File: src/rtl/stream_slicer.sv
// Word-to-slice serializer with valid/ready on both sides, MSB- or LSB-first.
// Optional saturating completed-word counter: define STREAM_SLICER_WCOUNT_EN.
module stream_slicer #(
    parameter int W   = 24,
    parameter int S   = 7,
    parameter int DIR = 0,
    localparam int N  = (W + S - 1) / S,
    localparam int R  = W - (N - 1) * S,
    localparam int LW = $clog2(S + 1)
) (
    input  logic          clk,
    input  logic          rst,
    input  logic          in_valid,
    output logic          in_ready,
    input  logic [W-1:0]  in_data,
    output logic          out_valid,
    input  logic          out_ready,
    output logic [S-1:0]  out_data,
    output logic [LW-1:0] out_len,
    output logic          out_last
`ifdef STREAM_SLICER_WCOUNT_EN
    ,
    output logic [15:0]   word_count
`endif
);

    localparam int IW = $clog2(N + 1);
    localparam logic [W-1:0] LAST_MASK = {W{1'b1}} >> (W - R);

    typedef enum logic {IDLE, EMIT} state_t;

    state_t        state, state_nx;
    logic [W-1:0]  hold;
    logic [IW-1:0] idx;
    logic [IW-1:0] idx_inc;
    logic          beat, last_beat, accept;
    logic          load, advance;

    // Slice k of a word, right-justified; the final slice is trimmed to R bits.
    function automatic logic [S-1:0] slice_of(input logic [W-1:0] word, input logic [IW-1:0] k);
        logic [W-1:0] sh;
        int unsigned  amt;
        if (DIR == 0)
            amt = (k == IW'(N - 1)) ? 0 : W - (int'(k) + 1) * S;
        else
            amt = int'(k) * S;
        sh = word >> amt;
        if (k == IW'(N - 1))
            sh = sh & LAST_MASK;
        return sh[S-1:0];
    endfunction

    assign out_valid = (state == EMIT);
    assign beat      = out_valid && out_ready;
    assign last_beat = beat && out_last;
    assign in_ready  = (state == IDLE) || last_beat;
    assign accept    = in_valid && in_ready;
    assign idx_inc   = idx + IW'(1);

    // NOTE: every always_comb output gets a default first so no latch is inferred.
    always_comb begin
        state_nx = state;
        load     = 1'b0;
        advance  = 1'b0;
        case (state)
            IDLE: begin
                if (accept) begin
                    state_nx = EMIT;
                    load     = 1'b1;
                end
            end
            EMIT: begin
                // A new word accepted on the last beat reloads without a bubble.
                if (accept)
                    load = 1'b1;
                else if (last_beat)
                    state_nx = IDLE;
                else if (beat)
                    advance = 1'b1;
            end
            default: state_nx = IDLE;
        endcase
    end

    // NOTE: sequential state uses non-blocking assignments so all registers update together.
    always_ff @(posedge clk or posedge rst) begin
        if (rst) begin
            state    <= IDLE;
            hold     <= '0;
            idx      <= '0;
            out_data <= '0;
            out_len  <= '0;
            out_last <= 1'b0;
        end else begin
            state <= state_nx;
            if (load) begin
                hold     <= in_data;
                idx      <= '0;
                out_data <= slice_of(in_data, '0);
                out_len  <= (N == 1) ? LW'(R) : LW'(S);
                out_last <= (N == 1);
            end else if (advance) begin
                idx      <= idx_inc;
                out_data <= slice_of(hold, idx_inc);
                out_len  <= (idx_inc == IW'(N - 1)) ? LW'(R) : LW'(S);
                out_last <= (idx_inc == IW'(N - 1));
            end else if (state_nx == IDLE) begin
                out_data <= '0;
                out_len  <= '0;
                out_last <= 1'b0;
            end
        end
    end

`ifdef STREAM_SLICER_WCOUNT_EN
    always_ff @(posedge clk or posedge rst) begin
        if (rst)
            word_count <= '0;
        else if (last_beat && word_count != 16'hFFFF)
            word_count <= word_count + 16'd1;
    end
`endif

endmodule

File: config.mk
export PLATFORM = sky130hd
export DESIGN_NAME = stream_slicer
export DESIGN_NICKNAME = d
export VERILOG_FILES = /design/src/rtl/stream_slicer.sv
export SDC_FILE = /design/constraint.sdc
export NUM_CORES = 1
export LEC_CHECK = 0
export BUFFER_PORTS_ARGS = -buffer_cell sky130_fd_sc_hd__buf_2
export CORE_ASPECT_RATIO = 1.4
export CORE_MARGIN = 4
export CORE_UTILIZATION = 30
export CTS_CLUSTER_SIZE = 12
export DETAILED_ROUTE_END_ITERATION = 16
export PLACE_DENSITY = 0.54
export SYNTH_ARGS = -nofsm -noshare
export SYNTH_HDL_FRONTEND = slang
export SYNTH_SLANG_ARGS = --single-unit
File: constraint.sdc
create_clock -name clk -period 5.75 [get_ports clk]
set_input_delay 0.575 -clock clk [delete_from_list [all_inputs] [get_ports clk]]
set_output_delay 0.575 -clock clk [all_outputs]
set_load 0.02 [all_outputs]
Word-level counts from Yosys, hierarchy flattened
Cells that the tools add are included.
{ "classes": {"addsub": 3, "mul": 1, "n_eq_ne": 2, "shifts": 2, "n_mux": 25, "bitwise_logic": 1, "reduce_logical": 5} }
{ "ops": {"columns": ["op", "count"], "rows": [
  ["$mux 32", 4],
  ["$shr 24x32->7", 2],
  ["$mux 7", 4],
  ["$mux 3", 6],
  ["$mux 1", 10],
  ["$sub 5x7->8 const A", 1],
  ["$mul 4x3->7 const B", 1],
  ["$add 3x1->4 const B", 1],
  ["$add 3x1->3 const B", 1],
  ["$eq 3x2->1 const B", 1],
  ["$logic_and 1x1->1", 3],
  ["$ne 3x1->1 const B", 1],
  ["$pmux 1 s2", 1],
  ["$reduce_bool 2->1", 1],
  ["$logic_or 1x1->1", 1],
  ["$not 1->1", 1]
]} }
{ "word_totals": {"reg_bits": 39, "output_inout_bits": 13, "elab_cells": 45} }

Longest topological paths before layout
{ "logic_depth": {"word_depth": 12, "depth_mapped": 20, "depth_no_buf": 16} }

Least setup slack after synthesis
No wires, ideal clock.
{ "synth_timing": {"path_type": "reg-to-reg", "from": "register idx[0]", "to": "register out_data[4]", "arrival_ns": 4.217, "required_time_ns": 5.656, "path_slack_ns": 1.439, "path_stages_with_launch": 20, "path_buffers": 3, "period_less_slack_ns": 4.311, "path_cell_list": "dfrtp_1 -> buf_2 -> buf_1 -> inv_1 -> ha_1 -> clkbuf_1 -> nand2b_1 -> nor2_1 -> ha_1 -> inv_1 -> ha_1 -> xor2_1 -> a21boi_1 -> a31oi_1 -> nor2_1 -> clkinv_2 -> mux2i_4 -> o221ai_1 -> a21o_1 -> a221oi_2"} }
{ "synth_via": {"elab_chain_cells": 11, "elab_cells_between_ends": 12, "cone_classes": "add/sub: 3; mul: 1; eq/ne: 1; shift: 1; mux: 6"} }
{ "synth_lines": {"columns": ["element", "line_no", "source"], "rows": [
  ["start, declared", "34", "logic [IW-1:0] idx;"],
  ["start signal, assigned", "103", "idx <= idx_inc;"],
  ["$add 3x1->3 (*)", "58", "assign idx_inc = idx + IW'(1);"],
  ["$add 3x1->4", "44", "amt = (k == IW'(N - 1)) ? 0 : W - (int'(k) + 1) * S;"],
  ["$mul 4x3->7", "44", null],
  ["$sub 5x7->8", "44", null],
  ["$mux 32", "44", null],
  ["$mux 32", "102", "end else if (advance) begin"],
  ["$mux 32", "96", "if (load) begin"],
  ["$shr 24x32->7", "47", "sh = word >> amt;"],
  ["$mux 7 (*)", "48", "if (k == IW'(N - 1))"],
  ["$mux 7 (*)", "102", null],
  ["$mux 7 (*)", "96", null],
  ["end signal, assigned", "99", "out_data <= slice_of(in_data, '0);"],
  ["end signal, assigned", "104", "out_data <= slice_of(hold, idx_inc);"],
  ["end, declared", "18", "output logic [S-1:0] out_data,"]
]} }
Every way passes the cells marked *; elsewhere a longest branch is shown, timed or not. The select of a mux whose other input is x is not followed.
A chain may end at the register's enable or synchronous reset.

Final worst setup path
Ends and elaborated chain as after synthesis.

==> impl_metrics.csv <==
group,metric,value,unit
global_route,first_global_vias,2998,
global_route,use_met2,28.4,%
logic_synthesis,ys_ff_latch,38,
sta,post-route-period-util,75.9,%
die,rows,44,
drt,drc,0,
die,start_util,30.7,%
drt,via_count,2998,
place,dpl-instance-area,0.00346,mm²
worst_setup_path,required,5.95,ns
sta,setup_viol,0,
worst_setup_path,critPathArrivalTime,4.56,ns
drt,routed_wl,9.57,mm
sta,period_needed,4.36,ns
global_route,antenna_found_initial,0,
place,gp_congestion,0.932,
clocking,clk_latency,0.29,ns
die,fp.dieW,95.0,µm
outcome,status,"completed",
layout,drive_gt1_share,15.2,%
die,die_h,130,µm
layout,diodes,0,
logic_synthesis,async_reset_ff_share,100,%
layout,final_nets,475,
clocking,clkTransAtPathRegs,0.06,ns
drt,wl_per_cell,16.8,µm
sta,hold_ws,0.395,ns
logic_synthesis,synth_nets,450,
logic_synthesis,synth_cell_type_count,60,
clocking,cts_buffers,5,
place,numPortBuffers,40,
worst_setup_path,cp_common_cell,"ha_1",
clocking,htreeDepth,2,
die,core_area,0.0103,mm²
layout,nFillCells,1172,
drt,first_pass_iters,4,
global_route,met3_usage,2.08,%
logic_synthesis,syn_inst,407,
clocking,ctsResizeCount,0,
logic_synthesis,synth_warnings,0,
sta,clock_skew,0.00673,ns
clocking,cts_sinks,38,
flow_run,drv_cap,0,
worst_setup_path,slowest_delay,0.57,ns
logic_synthesis,synth-edff-count,0,
layout,layout-area-overhead-vs-synth,13.8,%
layout,finalInstanceArea,0.00361,mm²
worst_setup_path,crit_path_max_fanout,28,
sta,maxSlewViolCount,0,
global_route,use_met1,19.3,%
clocking,root_buffer,"clkbuf_16",
global_route,grt_max_degree,39,
clocking,tritoncts,"done",
clocking,clk_path_buf_depth,2,
drt,ant_nets,0,
sta,tns,0,ns
sta,fmax,229,MHz
hold_path,hp-class,"in2async",
layout,final_util,34.9,%
global_route,gr-total-overflow,0,
worst_setup_path,cp_slowest_cell,"ha_1",
drt,routed_via_density,5.25,
sta,tightestPinTransition,1.05,ns
die,pin_count,41,
die,dieArea,0.0123,mm²
sta,slew_headroom,29.8,%
logic_synthesis,avgSynthCellArea,7.80,µm²
worst_setup_path,crit_path_end_kind,"flip-flop",
logic_synthesis,yosysSeqAreaShare,29.9,%
sta,final_hold_viol_count,0,
logic_synthesis,ys.flop_type,"dfrtp_1",
global_route,busiest_layer,"met2",
worst_setup_path,crit_chain,"buf_4 > inv_1 > ha_1 > nand2b_1 > nor2_1 > ha_1 > inv_1 > ha_1 > xor2_1 > a21boi_1 > a31oi_1 > nor2_1 > clkinv_2 > mux2i_4 > o221ai_1 > a21o_1 > a221oi_2",
clocking,postCtsSetupBuffers,0,
global_route,grt_pass1_wl,15.4,mm
logic_synthesis,syn_area,0.00318,mm²
global_route,track_usage,16.2,%
place,dp_hpwl,7.15,mm
worst_setup_path,worst_setup_path_start_kind,"flip-flop",
drt,drt-initial-drc-count,183,
sta,rsz0062_at_grt,"no",
worst_setup_path,worstSetupPathType,"reg2reg",
clocking,hold_buffers,0,
-- metal layers --
metal  share of wire [%]  routed length, µm
met5                   0                  0
met4                 4.3                412
met2                  52               5000
met1                  40               3870
met3                 2.9                281
-- registers in the layout, summed over array words and instances (netlist names) --
signal / flops
idx: 3
out_len: 2
out_data: 7
hold: 24
out_last: 1
out_valid: 1
-- cell usage in the layout (no fill, tap or decap), types with 3 or more instances in the layout --
cell type,netlist,final
nor2_1,23,23
buf_2,7,40
dfrtp_1,38,38
clkbuf_16,0,5
o31ai_1,3,3
a21oi_1,18,18
inv_1,14,14
mux4_2,5,5
a31oi_1,13,13
mux2i_1,21,21
nand3_1,12,12
xnor2_1,4,4
or2_1,3,3
nand2_1,115,115
and2_1,4,4
buf_4,1,6
a221oi_1,3,3
nor4_1,3,3
nand2b_1,9,9
nor2b_1,4,3
a22oi_1,5,5
and3_1,8,8
ha_1,15,15
o211ai_1,3,3
o21ai_0,11,11
a21o_1,4,4
-- through the flow --
| stage | worst slack [ns] | std cells |
|---|---|---|
| after floorplan | 1.44 | 407 |
| after global placement | 1.57 | 563 |
| after detailed placement | 1.41 | 563 |
| after CTS | 1.40 | 571 |
| after global routing | 0.997 | 571 |
| final | 1.39 | 571 |
-- Yosys cell counts, drive strengths merged (8+ instances only) --
library cell / n / area (µm²)
a21oi: 18 / 90.1
a31oi: 13 / 81.3
and3: 8 / 50.1
buf: 15 / 83.8
clkbuf: 13 / 48.8
dfrtp: 38 / 951
ha: 15 / 188
inv: 14 / 52.6
mux2i: 22 / 233
nand2: 115 / 432
nand2b: 9 / 56.3
nand3: 12 / 60.1
nor2: 23 / 86.3
o21ai: 13 / 65.1
-- cell type report --
cell class	count	area, µm²	share of cell area (%)
Multi-Input combinational cell	326	2040	56.4
Sequential cell	38	951	26.3
Timing Repair Buffer	46	245	6.78
Tap cell	138	173	4.78
Clock buffer	6	139	3.84
Inverter	15	57.6	1.59
Clock inverter	2	12.5	0.346
-- worst max-delay path: cells and delay by family (launching register included) --
kind / cells / cell delay, ns
fa+ha+maj: 3 / 1.09
flops: 1 / 0.32
buf+inv: 4 / 0.59
xor+xnor: 1 / 0.21
simple gates: 3 / 0.58
compound gates: 5 / 1.07
mux: 1 / 0.42
-- final timing paths --
| kind | cells past startpoint | end | slack [ns] | start |
|---|---|---|---|---|
| max | 17 | out_data[4] | 1.39 | idx[0] |
| min | 3 | out_len[2] | 0.39 | rst |
| max reg2reg | 17 | out_data[4] | 1.39 | idx[0] |
| min reg2reg | 2 | hold[0] | 0.48 | hold[0] |
| max in group asynchronous | 3 | hold[16] | 4.99 | rst |
| min in group clk | 3 | hold[4] | 0.47 | in_data[4] |
-- kinds of logic (layout without fill, tap and decap cells) --
kind of cell,count (synthesis),in the layout,share of synthesized area [%]
xor+xnor,6,6,1.65
buf+inv,43,69,5.99
flops,38,38,29.9
fa+ha+maj,15,15,5.91
simple gates,190,190,26.2
mux,28,28,11.2
compound gates,87,87,19.1
Power is not shown: default switching activity piles up to over one toggle a cycle in this logic, so the estimate is an artifact.
